<file path="config.mk">
export PLATFORM = sky130hd
export DESIGN_NAME = cla_pipe_adder
export DESIGN_NICKNAME = d
export VERILOG_FILES = /design/src/rtl/cla_pipe_adder.sv
export SDC_FILE = /design/constraint.sdc
export NUM_CORES = 1
export LEC_CHECK = 0
export CORE_ASPECT_RATIO = 0.9
export CORE_MARGIN = 4
export CORE_UTILIZATION = 50
export CTS_BUF_LIST = sky130_fd_sc_hd__clkbuf_8
export CTS_CLUSTER_DIAMETER = 120
export DETAILED_ROUTE_END_ITERATION = 16
export PLACE_DENSITY = 0.81
export SLEW_MARGIN = 20
export SYNTH_ARGS = -nofsm -noshare
export SYNTH_HDL_FRONTEND = slang
export SYNTH_SLANG_ARGS = --single-unit
</file>
<file path="constraint.sdc">
create_clock -name clk -period 2.9 [get_ports clk]
set_clock_uncertainty 0.15 [all_clocks]
set_input_delay 0.435 -clock clk [delete_from_list [all_inputs] [get_ports clk]]
set_output_delay 0.435 -clock clk [all_outputs]
set_load 0.005 [all_outputs]
</file>
<file path="src/rtl/cla_pipe_adder.sv">
// Two-stage pipelined carry-lookahead adder with valid/ready streaming on both sides.
// Stage 1 registers per-bit generate/propagate; stage 2 resolves carries and registers sum/cout/ovf.
module cla_pipe_adder #(
  parameter int WIDTH = 16,
  parameter int GROUP = 4
) (
  input  logic             clk,
  input  logic             rst_n,
  input  logic             in_valid,
  output logic             in_ready,
  input  logic [WIDTH-1:0] a,
  input  logic [WIDTH-1:0] b,
  input  logic             cin,
  output logic             out_valid,
  input  logic             out_ready,
  output logic [WIDTH-1:0] sum,
  output logic             cout,
  output logic             ovf
);
  localparam int NG = WIDTH / GROUP;

  logic [WIDTH-1:0] s1_g, s1_p;
  logic             s1_cin, s1_valid, s1_ready;
  logic             in_fire, out_load;

  // Handshake: a transfer happens on a side when valid && ready on the same rising edge;
  // valid never depends on ready, and ready flows combinationally upstream from out_ready.
  assign s1_ready = !out_valid || out_ready;
  assign in_ready = !s1_valid || s1_ready;
  assign in_fire  = in_valid && in_ready;
  assign out_load = s1_valid && s1_ready;

  always_ff @(posedge clk or negedge rst_n) begin
    if (!rst_n) begin
      s1_g     <= '0;
      s1_p     <= '0;
      s1_cin   <= 1'b0;
      s1_valid <= 1'b0;
    end else if (in_fire) begin
      s1_g     <= a & b;
      s1_p     <= a ^ b;
      s1_cin   <= cin;
      s1_valid <= 1'b1;
    end else if (s1_ready) begin
      s1_valid <= 1'b0;
    end
  end

  logic [NG-1:0] gg, gp;
  logic          gg_acc, gg_term;

  always_comb begin
    gg      = '0;
    gp      = '0;
    gg_acc  = 1'b0;
    gg_term = 1'b0;
    for (int k = 0; k < NG; k++) begin
      gg_acc = 1'b0;
      for (int i = 0; i < GROUP; i++) begin
        gg_term = s1_g[k*GROUP+i];
        for (int m = i + 1; m < GROUP; m++) gg_term = gg_term & s1_p[k*GROUP+m];
        gg_acc = gg_acc | gg_term;
      end
      gg[k] = gg_acc;
      gp[k] = &s1_p[k*GROUP +: GROUP];
    end
  end

  // Group carries are flattened sums of products so no carry ripples between groups.
  logic [NG:0] gc;
  logic        gc_acc, gc_term;

  always_comb begin
    gc      = '0;
    gc_acc  = 1'b0;
    gc_term = 1'b0;
    gc[0]   = s1_cin;
    for (int k = 0; k < NG; k++) begin
      gc_acc = s1_cin;
      for (int m = 0; m <= k; m++) gc_acc = gc_acc & gp[m];
      for (int j = 0; j <= k; j++) begin
        gc_term = gg[j];
        for (int m = j + 1; m <= k; m++) gc_term = gc_term & gp[m];
        gc_acc = gc_acc | gc_term;
      end
      gc[k+1] = gc_acc;
    end
  end

  logic [WIDTH:0] c;
  logic           bc_acc, bc_term;

  always_comb begin
    c        = '0;
    bc_acc   = 1'b0;
    bc_term  = 1'b0;
    c[WIDTH] = gc[NG];
    for (int k = 0; k < NG; k++) begin
      c[k*GROUP] = gc[k];
      for (int i = 0; i < GROUP - 1; i++) begin
        bc_acc = gc[k];
        for (int m = 0; m <= i; m++) bc_acc = bc_acc & s1_p[k*GROUP+m];
        for (int j = 0; j <= i; j++) begin
          bc_term = s1_g[k*GROUP+j];
          for (int m = j + 1; m <= i; m++) bc_term = bc_term & s1_p[k*GROUP+m];
          bc_acc = bc_acc | bc_term;
        end
        c[k*GROUP+i+1] = bc_acc;
      end
    end
  end

  always_ff @(posedge clk or negedge rst_n) begin
    if (!rst_n) begin
      out_valid <= 1'b0;
      sum       <= '0;
      cout      <= 1'b0;
      ovf       <= 1'b0;
    end else if (out_load) begin
      out_valid <= 1'b1;
      sum       <= s1_p ^ c[WIDTH-1:0];
      cout      <= c[WIDTH];
      ovf       <= c[WIDTH] ^ c[WIDTH-1];
    end else if (out_ready) begin
      out_valid <= 1'b0;
    end
  end
endmodule

</file>
==> After elaboration in Yosys (flattened, before gate mapping) <==
Cells that the tools add are included.
{ "word_totals": {"register_bits": 53, "inputBits": 37, "out_inout_bits": 20, "word_cells": 120} }
{ "op_classes": {"muxes": 4, "n_bitwise": 96, "reduce_logical": 12} }
{ "op_table": {"columns": ["op", "count"], "rows": [
  ["AND 1 bit", 46],
  ["bitwise OR 1 bit", 46],
  ["bitwise XOR 16 bit", 2],
  ["AND 16 bit", 1],
  ["AND reduction 4 bit", 4],
  ["2-to-1 mux 1 bit", 4],
  ["nonzero test 2 bit", 2],
  ["logical AND 1 bit", 2],
  ["logical NOT 1 bit", 2],
  ["logical OR 1 bit", 2],
  ["bitwise XOR 1 bit", 1]
]} }

==> Logic depth before layout (Yosys ltp) <==
{ "logic_depth": {"word_depth": 18, "depth_mapped": 10, "depth_no_buf": 10} }

==> Worst setup path before layout <==
Ideal clock, no wire load.
{ "synth_timing": {"path_kind": "register to register", "start": "register s1_p[0]", "end": "register sum[15]", "setup_ps": 134, "arrival_ps": 1870, "required_ps": 2616, "slack_ps": 746, "path_stages_with_launch": 11, "path_buffers": 0, "synth_period_minus_slack_ps": 2154, "cell_sequence": "dfrtp_1 > a21oi_1 > nor2_1 > o31ai_2 > nand3_2 > ha_1 > o21a_1 > o21a_1 > nor2_1 > xor2_1 > o21ai_0"} }
{ "synth_between": {"elab_chain_len": 14} }
{ "synth_lines": {"columns": ["item", "line", "text"], "rows": [
  ["start, declared", "22", "logic [WIDTH-1:0] s1_g, s1_p;"],
  ["start signal, assigned", "41", "s1_p <= a ^ b;"],
  ["AND reduction 4 bit", "65", "gp[k] = &s1_p[k*GROUP +: GROUP];"],
  ["AND 1 bit (3 in series)", "80", "for (int m = 0; m <= k; m++) gc_acc = gc_acc & gp[m];"],
  ["bitwise OR 1 bit (3 in series)", "84", "gc_acc = gc_acc | gc_term;"],
  ["AND 1 bit (3 in series)", "102", "for (int m = 0; m <= i; m++) bc_acc = bc_acc & s1_p[k*GROUP+m];"],
  ["bitwise OR 1 bit (3 in series)", "106", "bc_acc = bc_acc | bc_term;"],
  ["bitwise XOR 16 bit", "121", "sum <= s1_p ^ c[WIDTH-1:0];"],
  ["end signal, assigned", "121", null],
  ["end, declared", "16", "output logic [WIDTH-1:0] sum,"]
]} }
Every way passes these cells.
A chain may end at the register's enable or synchronous reset.

==> Worst setup path in the final report <==
{ "layout_timing": {"start": "register s1_p[9]", "end": "register sum[15]"} }
{ "layout_between": {"elab_chain_len": 14, "elab_cells_between_ends": 20, "classes_between": "bitwise: 19; reduce/logical: 1"} }
{ "layout_lines": {"columns": ["item", "line", "text"], "rows": [
  ["AND 1 bit (3 in series)", "61", "for (int m = i + 1; m < GROUP; m++) gg_term = gg_term & s1_p[k*GROUP+m];"],
  ["bitwise OR 1 bit (3 in series)", "62", "gg_acc = gg_acc | gg_term;"],
  ["bitwise OR 1 bit *", "84", null],
  ["AND 1 bit * (3 in series)", "102", null],
  ["bitwise OR 1 bit * (3 in series)", "106", null],
  ["bitwise XOR 16 bit *", "121", null]
]} }
Mark *: on every way between the ends. The rest lies on a longest branch, timed or not.

==> results by group <==
Clock tree
  – Clk Tree Root Cell: clkbuf_8
  – Sink Count: 53
  – Clk buf depth: 2
  – Cts hold-fix bufs: 1
  – TritonCTS clock tree: done
  – TritonCTS Buffers: 5
  – Clock slew at reported path FFs: 100 ps
  – Worst skew pair latency: 300 ps
  – H-tree depth: 2
  – Cts repair resizes: 0
  – Setup bufs post-CTS: 0

Detailed routing
  – Post-route DRC: 0
  – Total routed wirelength: 5.00 mm
  – DR iter-0 viols: 89
  – Vias: 1758
  – Routed length per instance: 15.1 um
  – Final ANT Viol Nets: 0
  – Drt pass-1 iters: 4
  – Via-to-Cell Ratio: 5.30

Final layout
  – Finished Layout Cells: about 330
  – Area growth, synth to finish: 30.0%
  – Layout cells sized above 1: approximately a fifth
  – Ant. Diodes: 0
  – Fin nets: 323

Power
  – Max VDD drop: around 0.32 mV
  – LEAKAGE: roughly 1.5 nW
  – PwrDens: 665 nW/um2

Synthesis
  – Synth top area cells: dfrtp_1 52%, mux2_2 16%, ha_1 9.8%
  – Post-synth top cells: 53 x dfrtp_1, 37 x mux2_2, 20 x ha_1
  – Asr flop ratio synth: 100%
  – Yosys reg bits: 53
  – Primary FF master, synth: dfrtp_1
  – Cell type with the largest total area after synthesis: dfrtp_1
  – Post-Syn Area per Cell: between 10 and 15 um2
  – Seq/Total Area, Yosys: 52.0%
  – Synthesized area: 2550 um2
  – Proportion of netlist area held by the largest area contributor: 52.0%
  – Ys Warns: 0
  – EDFF count, synth: 0
  – Post-Syn Instances: 205
  – Synth cell types: 31
  – Top-count cell post-synth: dfrtp_1
  – Synthesized Nets: 262

Timing
  – Total negative slack: 0 ps
  – Worst Tran Pin Value: between 400 and 500 ps
  – Final hold vios: 0
  – Final period util: 86.5%
  – Pins Over Slew Limit: 0
  – Max transition margin: between 70% and 80%
  – Min cycle time layout: 2510 ps
  – RSZ-0062 raised after global routing: no
  – Final setup violating endpoints: 0
  – Max Freq: 399 MHz

Setup path
  – Crit-path slowest cell: dfrtp_1
  – Crit Path Class: reg -> reg
  – Crit-path max cell delay: 430 ps
  – Critical Path AT: 2540 ps
  – Crit Path Max Fanout: 5
  – Worst path cell trace: a21oi_1 -> nor2_1 -> a211oi_1 -> nand3_2 -> ha_1 -> o21a_1 -> o21a_1 -> nor2_1 -> xor2_1 -> o21ai_0
  – Crit path launch type: flip-flop
  – CP Capture Type: flip-flop
  – Req. time, crit path: 2940 ps

Floorplanning
  – Rows: 24
  – Die Span Y: 75.8 um
  – Core Area: ~5000 um2
  – Initial Util: between 50 and 60%
  – Die W: 83.3 um
  – I/O pins: between 50 and 60
  – Die Footprint: around 6300 um2

GRT
  – Largest net degree at the start of global routing: 54
  – GRT overflow: 0
  – First-pass GRT wire length: between 8 and 9 mm
  – Global-route usage over all layers: between 10% and 20%
  – Initial antenna violation count: 0
  – Vias in the first global route: 1767

Run
  – Max_cap viols: 0

Place
  – Port Buffer Count: 56
  – GPL Wtd Cong: 0.773
  – DP HPWL: 3.76 mm
  – Placed insts: 323

Hold path
  – Worst min-delay path category: reg -> reg

Run status
  – Outcome: finished, final reports clean
## kinds of logic (layout without fill, tap and decap cells)
logic type      Yosys count  count (layout)  synth area share [%]
compound gates           33              33                  8.59
xor+xnor                  7               7                  2.40
fa+ha+maj                20              20                  9.81
buf+inv                   7              69                  1.23
flops                    53              53                  52.0
mux                      39              39                  17.1
simple gates             46              46                  8.83
## layout by cell type, fill, tap and decap left out, drive strengths merged
master / n
buf: 4
mux2: 37
nor3: 6
nor2: 8
and4: 1
a21oi: 8
nand2b: 6
xnor2: 3
o21ai: 15
nand2: 16
ha: 20
a211oi: 2
dfrtp: 53
inv: 2
nand3b: 1
nand3: 5
mux2i: 2
o21a: 2
bufinv: 1
o31ai: 3
a21o: 1
clkbuf: 5
xor2: 4
clkinv: 1
nand4: 2
clkdlybuf4s50: 55
o21bai: 1
a2111oi: 1
dlygate4sd3: 1
nor2b: 1
## through the flow
| step | worst slack, ps | power [mW] | hold WS, ps | instance area, um2 | utilization [%] |
|---|---|---|---|---|---|
| 2_1_floorplan | 746 | 1.36 | -10.6 | 2550 | - |
| 6_report | 391 | 2.21 | 341 | 3320 | 67.7 |
| 3_5_place_dp | 416 | 1.73 | 299 | 3190 | 65.3 |
| 5_1_grt | 212 | 2.34 | 363 | 3320 | 67.7 |
| 4_1_cts | 382 | 2.23 | 347 | 3320 | 67.7 |
| 3_3_place_gp | 551 | 1.71 | 296 | 3190 | 65.3 |
## final timing paths
path	start	to	slack, ps	cells past startpoint
worst min-delay path	sum[14]$_DFFE_PN0P_	sum[14]$_DFFE_PN0P_	340	2
worst max register to register	s1_p[9]$_DFFE_PN0P_	sum[15]$_DFFE_PN0P_	390	10
max in group asynchronous	rst_n	sum[7]$_DFFE_PN0P_	1860	3
worst min register to register	sum[14]$_DFFE_PN0P_	sum[14]$_DFFE_PN0P_	340	2
worst max-delay path	s1_p[9]$_DFFE_PN0P_	sum[15]$_DFFE_PN0P_	390	10
min in group asynchronous	rst_n	sum[0]$_DFFE_PN0P_	490	3
## worst max-delay path, delay by kind of cell, from the launching register on
family,cells,cell delay [ps]
AO/OA/AOI/OAI,5,990
XOR/XNOR,1,170
adder cells (fa/ha/maj),1,230
flip-flops,1,430
AND/OR/NAND/NOR,3,430
## per-layer routing
| layer | global-route usage, % | wire, um | vias to the layer above | share of wire, % |
|---|---|---|---|---|
| met5 | 0 | 0 | - | 0 |
| met4 | 5.99 | 62 | 0 | 1.2 |
| met3 | 3.57 | 227 | 7 | 4.5 |
| met2 | 29.5 | 2540 | 41 | 51 |
| met1 | 20.4 | 2180 | 850 | 44 |
| li1 | - | - | 860 | - |
## state kept, by name (all words and copies together) (netlist names)
register and count:
ovf 1, cout 1, s1_valid 1, out_valid 1, s1_p 16, sum 16
s1_cin 1, s1_g 16
## final cells by class
cell class	instances	area [um2]
clock buffers	5	68.8
clock inverters	3	42.5
fillers	362	1580
inverters	1	3.75
multi-input cells	145	1190
flip-flops and latches	53	1330
well taps	65	81.3
repair buffers	60	601
## where the power goes
part / internal, mW / switching (mW) / total (mW)
Sequential: 0.913 / 0.143 / 1.06
Clock: 0.256 / 0.236 / 0.492
Combinational: 0.415 / 0.243 / 0.658
No activity file was read; power rests on OpenSTA's default activity.
